**config.mk**
```make
export PLATFORM = sky130hd
export DESIGN_NAME = phase_sequencer
export DESIGN_NICKNAME = d
export VERILOG_FILES = /design/src/rtl/phase_pkg.sv /design/src/rtl/phase_next_sel.sv /design/src/rtl/phase_sequencer.sv
export SDC_FILE = /design/constraint.sdc
export NUM_CORES = 1
export LEC_CHECK = 0
export BUFFER_PORTS_ARGS = -buffer_cell sky130_fd_sc_hd__buf_4
export CAP_MARGIN = 20
export CORE_ASPECT_RATIO = 0.5
export CORE_UTILIZATION = 38
export CTS_CLUSTER_DIAMETER = 50
export DETAILED_ROUTE_END_ITERATION = 8
export SYNTH_ARGS = -nofsm -noshare
export SYNTH_HDL_FRONTEND = slang
export SYNTH_SLANG_ARGS = --single-unit
```
**constraint.sdc**
```tcl
create_clock -name clock -period 6.5 [get_ports clock]
set_input_delay 0.325 -clock clock [delete_from_list [all_inputs] [get_ports clock]]
set_output_delay 0.325 -clock clock [all_outputs]
set_load 0.005 [all_outputs]
```
**src/rtl/phase_pkg.sv**
```systemverilog
// Shared constants and helpers for the phase sequencer.
package phase_pkg;

  localparam int DEFAULT_NUM_PHASES = 5;
  localparam int DEFAULT_CNT_W      = 16;
  localparam int MAX_PHASES         = 16;

  // One-hot encoding of a phase index, sized for the largest supported phase count.
  function automatic logic [MAX_PHASES-1:0] idx_to_onehot(input int unsigned idx);
    logic [MAX_PHASES-1:0] v;
    v = MAX_PHASES'(1) << idx;
    return v;
  endfunction

endpackage

```
**src/rtl/phase_next_sel.sv**
```systemverilog
// Next-phase selector: rotating priority search from the current phase for
// the first phase not bypassed by skip_mask. Phase 0 is always eligible.
module phase_next_sel
  import phase_pkg::*;
#(
  parameter int NUM_PHASES = DEFAULT_NUM_PHASES
) (
  input  logic [NUM_PHASES-1:0] cur_phase,
  input  logic [NUM_PHASES-1:0] skip_mask,
  output logic [NUM_PHASES-1:0] next_phase
);

  localparam int IDX_W = $clog2(NUM_PHASES);

  logic [IDX_W-1:0] cur_idx;
  logic             found;

  // Encode current one-hot to binary, then search ascending with wrap.
  always_comb begin
    cur_idx    = '0;
    next_phase = '0;
    found      = 1'b0;
    for (int unsigned i = 0; i < NUM_PHASES; i++) begin
      if (cur_phase[i]) cur_idx = cur_idx | i[IDX_W-1:0];
    end
    for (int unsigned k = 1; k <= NUM_PHASES; k++) begin
      int unsigned      j;
      logic [IDX_W-1:0] j_idx;
      j = 32'(cur_idx) + k;
      if (j >= NUM_PHASES) j = j - NUM_PHASES;
      j_idx = j[IDX_W-1:0];
      if (!found && ((j == 0) || !skip_mask[j_idx])) begin
        next_phase[j_idx] = 1'b1;
        found             = 1'b1;
      end
    end
  end

endmodule

```
**src/rtl/phase_sequencer.sv**
```systemverilog
// Two-stage (master on posedge, slave on negedge) one-hot phase sequencer
// with skippable phases, flush, and a retired-cycle counter.
module phase_sequencer
  import phase_pkg::*;
#(
  parameter int NUM_PHASES = DEFAULT_NUM_PHASES,
  parameter int CNT_W      = DEFAULT_CNT_W,
  parameter int IDX_W      = $clog2(NUM_PHASES)
) (
  input  logic                  clock,
  input  logic                  reset,
  input  logic                  advance,
  input  logic                  flush,
  input  logic [NUM_PHASES-1:0] skip_mask,
  output logic [NUM_PHASES-1:0] phase,
  output logic [NUM_PHASES-1:0] phase_next,
  output logic [IDX_W-1:0]      phase_idx,
  output logic                  cycle_done,
  output logic [CNT_W-1:0]      retired
);

  localparam logic [MAX_PHASES-1:0] PHASE0_FULL = idx_to_onehot(0);
  localparam logic [NUM_PHASES-1:0] PHASE0      = PHASE0_FULL[NUM_PHASES-1:0];

  logic [NUM_PHASES-1:0] master;
  logic [NUM_PHASES-1:0] slave;
  logic [NUM_PHASES-1:0] sel_next;
  logic                  master_legal;

  phase_next_sel #(
    .NUM_PHASES (NUM_PHASES)
  ) u_next_sel (
    .cur_phase  (master),
    .skip_mask  (skip_mask),
    .next_phase (sel_next)
  );

  // Exactly one bit hot in the master register.
  always_comb begin
    master_legal = (master != '0) && ((master & (master - NUM_PHASES'(1))) == '0);
  end

  // Master stage and retired counter: reset > flush > illegal-correct > advance > hold.
  always_ff @(posedge clock) begin
    if (reset) begin
      master  <= PHASE0;
      retired <= '0;
    end else if (flush || !master_legal) begin
      master <= PHASE0;
    end else if (advance) begin
      master <= sel_next;
      if (sel_next[0]) retired <= retired + CNT_W'(1);
    end
  end

  // Slave stage copies master on every falling edge; no reset needed.
  always_ff @(negedge clock) begin
    slave <= master;
  end

  // Binary index of the slave phase and wrap-pending flag.
  always_comb begin
    phase_idx = '0;
    for (int unsigned i = 0; i < NUM_PHASES; i++) begin
      if (slave[i]) phase_idx = phase_idx | i[IDX_W-1:0];
    end
    cycle_done = master[0] & ~slave[0];
  end

  assign phase      = slave;
  assign phase_next = master;

endmodule

```
**Yosys cells after proc, flatten, opt, wreduce, memory -nomap -nowiden**

Cells that the tools add are included.

- Flip-flop bits (word level): 26
- Input port bits: 9
- Word-level logic and storage cells: 115

- Add/sub/neg operators: 12
- Order comparisons: 15
- Mux-type cells: 42
- Bitwise logic cells: 8
- Reduce and logical (&&, ||, !) cells: 35

Operator list:

| operator | number |
|---|---|
| $ge 32x3->1 const B | 5 |
| $logic_not 32->1 | 5 |
| $mux 32 | 5 |
| $sub 32x3->32 const B | 5 |
| $mux 5 | 5 |
| $lt 3x4->1 const B | 5 |
| $or 5x5->5 | 4 |
| $add 16x1->16 const B | 1 |
| $mux 1 | 16 |
| $bmux 1 s3 | 5 |
| $demux 1 s3 | 5 |
| $ge 3x1->1 const B | 5 |
| $logic_and 1x1->1 | 10 |
| $logic_not 1->1 | 10 |
| $add 3x2->4 const B | 2 |
| $add 3x3->4 const B | 2 |
| $mux 2 | 4 |
| $logic_or 1x1->1 | 6 |
| $mux 3 | 2 |
| $and 5x5->5 | 1 |
| $logic_not 5->1 | 1 |
| $reduce_bool 5->1 | 1 |
| $sub 5x1->5 const B | 1 |
| $add 3x1->4 const B | 1 |
| other kinds (4) | 5 |

**Longest topological paths before layout**

Gate-level depths: netlist (run 1).

- Depth in word-level cells: 25
- Depth in mapped cells: 19
- Depth with buffers taken out: 14

**Modules after synthesis**

A second synthesis (run 1) with hierarchy kept.

- Cell total of the unflattened synthesis: 360
- Area, all modules: 2972.9 µm²

By module, submodules not included:

| module | instances | cells each | area an instance (µm²) |
|---|---|---|---|
| phase_sequencer | 1 | 147 | 1498.9 |
| phase_next_sel | 1 | 213 | 1473.9 |

==> results of run 1 <==
[registers in the layout, indices dropped and copies added (netlist names)]
signal and cells:
phase 5, retired 16, phase_next 5
[synthesized netlist by cell type (10+ instances only)]
cell      number
a21oi_1       34
clkbuf_1      14
dfxtp_1       26
ha_1          20
inv_1         17
nand2_1       29
nand3_1       10
nor2_1        17
nor3_1        13
o21ai_0       24
o31ai_1       13
or4_1         10
[path summary, 6_finish.rpt]
check | startpoint | end | slack, ns | cells past startpoint
worst max-delay path | phase_next[3] | retired[7] | 1.50 | 12
worst min-delay path | advance | phase_next[4] | 0.34 | 2
worst max register to register | phase_next[3] | retired[7] | 1.50 | 12
worst min register to register | retired[15] | retired[15] | 0.49 | 2
[layer usage]
layer / vias up / global-route usage, % / wire, um / part of all wire (%)
li1: 1435 / - / - / -
met3: 11 / 2.55 / 708 / 9.0
met4: 0 / 8.01 / 109 / 1.4
met5: - / 0 / 0 / 0
met2: 147 / 35.0 / 3510 / 44
met1: 1369 / 28.8 / 3570 / 45
[cells by family (layout without fill, tap and decap cells)]
logic type,Yosys count,count (layout),share of synthesized area (%)
adders and majority gates,21,21,9.87
muxes,6,6,2.33
DFF,26,26,19.0
and+or+nand+nor,132,132,27.0
AOI/OAI and AO/OA,132,132,33.9
buffers and inverters,42,68,7.03
xor gates and xnor gates,3,3,0.960
[layout make-up]
cell class	instances	area [sq um]	area share, %
Tap cell	92	115	3.67
Timing Repair Buffer	42	315	10.0
Clock buffer	4	78.8	2.51
Multi-Input combinational cell	294	2030	64.6
Sequential cell	26	520	16.6
Inverter	17	63.8	2.03
Clock inverter	5	18.8	0.598
[worst max-delay path, stage by stage, from the launching register on]
cell and delay (ns):
dfxtp_1 0.33, buf_4 0.24, or2_1 0.60, inv_2 0.30, ha_1 0.30, fa_1 0.49
a22oi_1 0.63, a311oi_1 0.26, a311oi_2 0.58, o41ai_4 0.13, a22oi_1 0.70, o21ai_0 0.21
a21oi_1 0.15
[power breakdown]
part | total, mW | switching (mW) | internal [mW]
logic | 0.405 | 0.250 | 0.155
registers | 0.170 | 0.00496 | 0.165
clock network | 0.148 | 0.0600 | 0.0878
total | 0.723 | 0.315 | 0.408
==> run_results.csv, run 1 <==
group,metric,value,unit
status,status,"finished, final reports clean",
critical_path,cp-end-kind,"flop",
clocking,numCtsBuffers,3,
final_layout,syn2layout_area_growth,14.6,%
die,start_util,40.1,%
place,gp_congestion,0.940,
final_layout,drive_gt1_share,17.8,%
yosys,syn_nets,392,
final_layout,layout_commonest_cell,"buf_4",
final_layout,layout.cells.non_filler,480,
yosys,synth_edf_count,0,
die,core-area,6830,sq um
critical_path,worstSetupPathType,"reg -> reg",
pwr,power-per-cell-area,230,nW/um^2
final_layout,fin_area,3140,sq um
global_routing,grt_usage,21.1,%
place,post-place-ws,1.55,ns
global_routing,grt_pass1_vias,2620,
detailed_routing,route.detailed.drc,0,
die,die_w,122,um
final_layout,fin_util,45.9,%
die,die_y,62.0,um
detailed_routing,drt_iter0_markers,281,
global_routing,grt_max_degree,26,
sta,period_minus_slack,5.00,ns
global_routing,antenna_found_initial,0,
sta,fin_tns_setup,0,ns
clocking,cts_max_path_buffers,2,
critical_path,start_kind,"flop",
yosys,synth_area,2740,sq um
sta,final-max-slew-violation-count,0,
sta,clock_skew,0.0917,ns
clocking,clkSlewWorstSetupHoldPaths,0.06,ns
pwr,power,723,uW
clocking,cts_root_buf,"clkbuf_16",
yosys,synthCells,362,
place,dp_hpwl,5.91,mm
final_layout,fill_cells,668,
sta,rsz0062_at_grt,"no",
clocking,cts_tree,"done",
place,placed_area,3040,sq um
sta,finalHoldViolCount,0,
die,num_rows,21,
detailed_routing,num_vias,2962,
clocking,cts_resized,0,
clocking,clock_sinks,26,
yosys,yosysTopAreaCellShare,19.0,%
yosys,ys_seq_elements,26,
global_routing,grt_pass1_wl,12.7,mm
place,port-buffer-count,38,
sta,slew_headroom,41.4,%
critical_path,critPathArrivalTime,5.19,ns
detailed_routing,wl_per_cell,16.4,um
pwr,leakage,1.24,nW
detailed_routing,drt_pass1_iterations,5,
final_layout,antennaDiodeCount,0,
sta,finalCritPeriodShare,77.0,%
die,ioPinCount,39,
yosys,yosysTopAreaCell,"dfxtp_1",
place,dp_cells,472,
clocking,htree_levels,1,
yosys,async_flop_share,0,%
global_routing,overflow,0,
sta,setup_viol,0,
clocking,cts_setup_buffers,0,
yosys,syn_area_per_cell,7.57,sq um
yosys,yosys-top-cells-area,"dfxtp_1 19%, ha_1 9.1%, a21oi_1 6.2%, o21ai_0 4.4%, nand2_1 4.0%",
pwr,irDropWorstVdd,0.0000927,V
yosys,yosys_warnings,0,
yosys,ys.flop_type,"dfxtp_1",
detailed_routing,post_drt_via_cell_ratio,6.17,
min_path,hp-class,"in -> reg",
sta,worstMarginPinSlew,0.867,ns
critical_path,crit_fanout,20,
final_layout,num-nets-final,419,
sta,fin_ws,1.50,ns
yosys,synth_seq_area_share,19.0,%
detailed_routing,ant_nets,0,
sta,whs,0.339,ns
sta,fmax,0.200,GHz
critical_path,required,6.69,ns
yosys,ys_types,77,
clocking,clk_latency,0.35,ns
clocking,cts-hold-fix-buffers,0,
flow_run,maxCapViolations,0,
die,dieArea,7570,sq um
detailed_routing,drt-total-wl,7.90,mm
final_layout,final_cell_mix,"42 x buf_4, 34 x a21oi_1, 29 x nand2_1",
Power figures use the tool's default switching activity.
==> run 2: changes to the inputs <==
ABC_AREA = 1   (was unset)
clock period = 4.2 ns   (was 6.5 ns; I/O delays follow)
==> run 2 against run 1 <==
  * Fmax grew 45%
  * Global-route usage fell by 2.3 points
  * Count of clock-buffer cells in the layout shrank 1
  * The run now ends with DRC left
  * Worst setup slack worse by 0.75 ns
  * Critical path depth rose by 8
  * Sequential power up 60%
  * Core utilization decreased by 0.53 points
  * Clock skew fell by 0.0088 ns
  * Wire length shrank 7.1%
  * Combinational power is 90% higher
  * Critical path type unchanged
  * Synthesized cell count is 23% higher
==> run_results.csv, run 2 <==
group,metric,value,unit
sta,setup_viol,0,
detailed_routing,drt_iter0_markers,245,
die,die_w,126,um
yosys,synthCells,447,
clocking,clock_sinks,26,
detailed_routing,route.detailed.drc,4,
detailed_routing,drt_pass1_iterations,7,
clocking,clkSlewWorstSetupHoldPaths,0.07,ns
global_routing,grt_max_degree,19,
sta,worstMarginPinSlew,0.476,ns
final_layout,fin_util,45.4,%
min_path,hp-class,"in -> reg",
final_layout,fin_area,3350,sq um
yosys,synthTopCellsByCount,"113 x nand2_1, 44 x nand3_1, 41 x inv_1",
yosys,ys_types,39,
yosys,async_flop_share,0,%
pwr,internal_power,647,uW
clocking,cts_setup_buffers,0,
sta,finalCritPeriodShare,82.2,%
critical_path,required,4.40,ns
yosys,yosysMostFrequentCell,"nand2_1",
yosys,synth-compound-area-share,9.38,%
global_routing,grt_pass1_vias,2704,
yosys,synth-adder-area-share,9.30,%
critical_path,worstSetupPathType,"reg -> reg",
clocking,cts_tree,"done",
final_layout,antennaDiodeCount,0,
place,port-buffer-count,38,
yosys,synth_mux_area_share,0,%
yosys,ys_seq_elements,26,
yosys,yosysTopAreaCellShare,17.9,%
yosys,syn_nets,477,
final_layout,syn2layout_area_growth,15.2,%
detailed_routing,post_drt_via_cell_ratio,5.06,
detailed_routing,ant_nets,0,
clocking,numCtsBuffers,3,
die,core-area,7380,sq um
final_layout,fill_cells,799,
pwr,leakage,1.56,nW
die,die_y,63.8,um
die,dieArea,8020,sq um
detailed_routing,wl_per_cell,12.6,um
die,ioPinCount,39,
yosys,yosysTopAreaCell,"dfxtp_1",
detailed_routing,drt-total-wl,7.33,mm
sta,final-max-slew-violation-count,0,
yosys,synthSimpleGateAreaFrac,48.0,%
global_routing,grt_pass1_wl,12.6,mm
global_routing,overflow,0,
yosys,synth_edf_count,0,
critical_path,critPathArrivalTime,3.66,ns
yosys,synth_top_family_by_area,"simple AND/OR/NAND/NOR gates",
flow_run,maxCapViolations,0,
yosys,ys.flop_type,"dfxtp_1",
detailed_routing,num_vias,2943,
critical_path,crit_fanout,18,
yosys,synth_seq_area_share,17.9,%
final_layout,layout_commonest_cell,"nand2_1",
sta,rsz0062_at_grt,"no",
final_layout,final_cell_mix,"113 x nand2_1, 45 x inv_1, 44 x nand3_1",
critical_path,start_kind,"flop",
clocking,cts-hold-fix-buffers,0,
clocking,htree_levels,1,
sta,period_minus_slack,3.45,ns
die,start_util,39.4,%
sta,fin_tns_setup,0,ns
place,gp_congestion,0.896,
clocking,cts_root_buf,"clkbuf_16",
yosys,yosys-top-cells-area,"dfxtp_1 18%, nand2_1 15%, ha_1 8.6%, nand3_1 7.6%, inv_1 5.3%",
pwr,p_sw,632,uW
pwr,irDropWorstVdd,0.000156,V
pwr,power_frac_clock,18.7,%
pwr,power-per-cell-area,382,nW/um^2
place,placed_area,3250,sq um
yosys,syn_area_per_cell,6.50,sq um
pwr,switching_share,49.4,%
global_routing,grt_usage,18.9,%
sta,slew_headroom,68.0,%
critical_path,cp-end-kind,"flop",
pwr,combPwrFrac,60.1,%
final_layout,regMostFlops,"retired",
sta,fmax,0.290,GHz
status,violations,"DRC",
yosys,yosys_warnings,0,
yosys,synth_xor_xnor_area_share,5.38,%
yosys,synth_area,2910,sq um
place,dp_hpwl,5.79,mm
status,status,"finished, violations left",
global_routing,antenna_found_initial,0,
clocking,clk_latency,0.34,ns
clocking,cts_resized,0,
final_layout,drive_gt1_share,22.4,%
pwr,power,1.28,mW
pwr,pwr-share-seq,21.2,%
clocking,cts_max_path_buffers,2,
sta,finalHoldViolCount,0,
die,num_rows,22,
final_layout,num-nets-final,517,
sta,clock_skew,0.0829,ns
final_layout,largest_reg_flops,16,
-- run 2: changes by cell type after synthesis, sizes merged, moves of 13 or more --
| cell | previous run | this run |
|---|---|---|
| nand3 | 10 | 53 |
| a21oi | 34 | 21 |
| inv | 18 | 54 |
| nand2 | 30 | 131 |
| o31ai | 13 | 0 |
| nor2 | 17 | 48 |
| nand4 | 3 | 24 |
-- run 2: cell families after synthesis --
kind of cell	count (synthesis)
AOI/OAI and AO/OA	46
xor gates and xnor gates	17
adders and majority gates	21
buffers and inverters	65
DFF	26
and+or+nand+nor	272
-- run 2: worst max-delay path, cell delays in order, from the launching register on --
cell     delay (ns)
dfxtp_1        0.48
nor2_2         0.08
buf_4          0.21
ha_1           0.20
ha_1           0.42
nand2_1        0.23
nand4_2        0.20
nand2_1        0.06
nand2_1        0.15
nand3_1        0.09
nand2_1        0.06
nand2_1        0.06
nor2_2         0.16
nand3_4        0.13
nor2_4         0.16
nand2_2        0.08
nand3_4        0.21
nand2_4        0.17
inv_2          0.08
nor2_1         0.04
nor2_1         0.09
-- run 2: power groups by stage --
| stage | Clock, mW | Combinational (mW) | Sequential, mW |
|---|---|---|---|
| 2_1_floorplan | 0.00888 | 0.623 | 0.275 |
| 3_3_place_gp | 0.00888 | 0.766 | 0.277 |
| 3_5_place_dp | 0.00888 | 0.764 | 0.277 |
| 4_1_cts | 0.241 | 0.767 | 0.272 |
| 5_1_grt | 0.259 | 0.856 | 0.274 |
| 6_report | 0.239 | 0.768 | 0.272 |
-- run 2: path summary, 6_finish.rpt --
check                start             to  slack [ns]  cells after the start
max reg2reg  phase_next[3]     retired[1]        0.75                     20
min reg2reg    retired[15]    retired[15]        0.49                      2
min                advance  phase_next[0]        0.23                      2
max          phase_next[3]     retired[1]        0.75                     20
-- run 2: metrics by stage --
step | setup WS [ns] | instances | hold WS, ns
3_3_place_gp | 0.765 | 574 | 0.482
6_report | 0.748 | 582 | 0.230
2_1_floorplan | 0.866 | 447 | 0.479
5_1_grt | 0.450 | 582 | 0.265
4_1_cts | 0.762 | 582 | 0.227
3_5_place_dp | 0.779 | 574 | 0.490
-- run 2: area by class of cell --
class / count / area, sq um / area share [%]
Inverter: 53 / 199 / 5.94
Tap cell: 96 / 120 / 3.59
Sequential cell: 26 / 520 / 15.5
Clock inverter: 6 / 25.0 / 0.747
Multi-Input combinational cell: 356 / 2090 / 62.5
Timing Repair Buffer: 42 / 315 / 9.41
Clock buffer: 3 / 75.1 / 2.24
-- run 2: routing by layer --
metal / vias to the layer above / wire length (um) / global-route usage, % / share of wire (%)
li1: 1542 / - / - / -
met5: - / 0 / 0 / 0
met3: 6 / 229 / 1.51 / 3.1
met2: 66 / 3490 / 33.9 / 48
met4: 0 / 57 / 3.35 / 0.78
met1: 1329 / 3560 / 25.0 / 49
==> run 3: changes to the inputs <==
clock period = 3.4 ns   (was 4.2 ns; I/O delays follow)
==> run 3 against run 2 <==
  * The flow still finishes with violations (DRC)
  * Fmax rose by 10%
  * Register-to-register slack worse by 0.47 ns
  * Wire length rose by 6.9%
  * Design area increased by 5.9%
  * Power is 37% higher
  * Global-route usage up 0.73 points
  * Worst setup slack got worse by 0.47 ns
  * First-iteration DRC count down 15%
  * Core utilization up 2.7 points
  * Critical path type unchanged
  * Critical endpoint is now retired[14]
==> run_results.csv, run 3 (synthesized netlist as in run 2, its figures left out) <==
group,metric,value,unit
global_routing,antenna_found_initial,0,
critical_path,crit_fanout,8,
final_layout,fill_cells,770,
global_routing,grt_pass1_wl,13.0,mm
critical_path,worstRegToRegCells,23,
global_routing,overflow,0,
place,port-buffer-count,38,
global_routing,grt_util_met2,35.7,%
flow_run,maxCapViolations,0,
final_layout,drive_gt1_share,26.9,%
sta,worstMarginPinSlew,0.473,ns
pwr,power-per-cell-area,495,nW/um^2
die,die_w,126,um
place,dp_hpwl,6.11,mm
final_layout,syn2layout_area_growth,22.0,%
clocking,cts-hold-fix-buffers,0,
detailed_routing,post_drt_via_cell_ratio,5.15,
critical_path,path_depth,23,
detailed_routing,drt-total-wl,7.84,mm
die,start_util,39.4,%
critical_path,rr_startpoint,"phase_next[2]",
sta,slew_headroom,68.2,%
detailed_routing,num_vias,3094,
place,gp_congestion,0.932,
status,status,"finished, violations left",
clocking,numCtsBuffers,3,
critical_path,crit_start,"phase_next[2]",
global_routing,gr-usage-met3,2.93,%
detailed_routing,route.detailed.drc,4,
clocking,clk_latency,0.34,ns
global_routing,grt_pass1_vias,2791,
detailed_routing,drt_iter0_markers,209,
sta,rsz0062_at_grt,"no",
die,die_y,63.8,um
sta,finalCritPeriodShare,91.9,%
die,core-area,7380,sq um
clocking,htree_levels,1,
final_layout,antennaDiodeCount,0,
die,dieArea,8020,sq um
critical_path,start_kind,"flop",
global_routing,grt.busiest_layer,"met2",
critical_path,worstSetupPathType,"reg -> reg",
final_layout,regMostFlops,"retired",
clocking,cts_tree,"done",
sta,period_minus_slack,3.12,ns
sta,clock_skew,0.0784,ns
global_routing,grt_use_met1,24.9,%
sta,fin_tns_setup,0,ns
critical_path,crit_path_max_incr_delay,0.39,ns
clocking,cts_max_path_buffers,2,
die,ioPinCount,39,
critical_path,rr_endpoint,"retired[14]",
critical_path,setup.worst_path.end,"retired[14]",
critical_path,required,3.60,ns
detailed_routing,wl_per_cell,13.0,um
status,violations,"DRC",
global_routing,grt_usage,19.6,%
detailed_routing,ant_nets,0,
sta,fmax,0.320,GHz
clocking,clkSlewWorstSetupHoldPaths,0.07,ns
detailed_routing,drt_pass1_iterations,6,
final_layout,fin_util,48.1,%
pwr,leakage,1.66,nW
final_layout,layout_commonest_cell,"nand2_1",
die,num_rows,22,
sta,finalHoldViolCount,0,
clocking,cts_root_buf,"clkbuf_16",
pwr,irDropWorstVdd,0.000159,V
final_layout,num-nets-final,536,
min_path,hp-class,"in -> reg",
sta,setup_viol,0,
critical_path,path_buf_inv,4,
critical_path,cp-end-kind,"flop",
critical_path,crit_top_cell,"nand2_1",
final_layout,layout.cells.non_filler,601,
final_layout,final_cell_mix,"111 x nand2_1, 60 x buf_4, 45 x inv_1",
sta,whs,0.188,ns
clocking,clock_sinks,26,
critical_path,critPathArrivalTime,3.32,ns
sta,final-max-slew-violation-count,0,
critical_path,cp_top_family,"simple AND/OR/NAND/NOR gates",
critical_path,r2r_slack,0.28,ns
critical_path,worst_path_max_delay_cell,"dfxtp_2",
critical_path,cp_cell_sequence,"nor2_4 -> inv_2 -> ha_1 -> inv_1 -> nor2_2 -> nor2_1 -> ha_1 -> nor3b_1 -> nand2_1 -> nand2_1 -> nand2_1 -> nand2_1 -> nand2_2 -> nand3_4 -> nor2_4 -> nand3_4 -> nor2_4 -> nand2_2 -> nand3_4 -> buf_4 -> buf_4 -> nand3_1 -> a21oi_1",
final_layout,largest_reg_flops,16,
global_routing,grt_max_degree,19,
place,dp_cells,580,
## run 3: where the power goes
part / switching, mW / internal (mW)
logic: 0.692 / 0.437
registers: 0.0157 / 0.319
clock network: 0.124 / 0.168
total: 0.831 / 0.924
## run 3: final cells by class
class / instances / area, sq um / share of cell area (%)
multi-input combinational: 357 / 2150 / 60.7
sequential: 26 / 523 / 14.7
timing repair buffer: 60 / 450 / 12.7
inverter: 53 / 199 / 5.61
tap: 96 / 120 / 3.39
clock buffer: 3 / 75.1 / 2.12
clock inverter: 6 / 25.0 / 0.705
## run 3: worst reg2reg max path, stage by stage (launching register included)
cell,delay (ns)
dfxtp_2,0.39
nor2_4,0.07
inv_2,0.15
ha_1,0.22
inv_1,0.08
nor2_2,0.18
nor2_1,0.06
ha_1,0.26
nor3b_1,0.13
nand2_1,0.07
nand2_1,0.07
nand2_1,0.07
nand2_1,0.05
nand2_2,0.08
nand3_4,0.09
nor2_4,0.18
nand3_4,0.12
nor2_4,0.14
nand2_2,0.08
nand3_4,0.12
buf_4,0.16
buf_4,0.10
nand3_1,0.05
a21oi_1,0.14
## run 3: how the worst min path moves through the flow
stage	slack, ns	to	depth (start not counted)	from
after global routing	0.21	retired[2]	2	reset
after CTS	0.19	phase_next[0]	2	advance
after global placement	0.46	phase_next[0]	2	advance
after floorplan	0.45	retired[2]	2	reset
after detailed placement	0.47	phase_next[0]	2	advance
final	0.19	phase_next[0]	2	advance
## run 3: repair_timing
item,in CTS,in global routing
gates resized for setup,0,13
buffers inserted,0,12
setup endpoints to repair,0,20
## run 3: layer usage
metal	vias to the layer above	part of all wire [%]
li1	1593	-
met1	1428	47
met2	69	47
met3	4	5.2
met4	0	0.24
met5	-	0
## run 3: stage by stage
stage                     setup WS [ns]  instance area [sq um]  power, mW
final                             0.276                   3550       1.76
after floorplan                  0.0660                   2910       1.12
after global placement            0.118                   3300       1.32
after detailed placement          0.123                   3300       1.31
after CTS                        0.0927                   3390       1.60
after global routing             0.0174                   3550       1.90
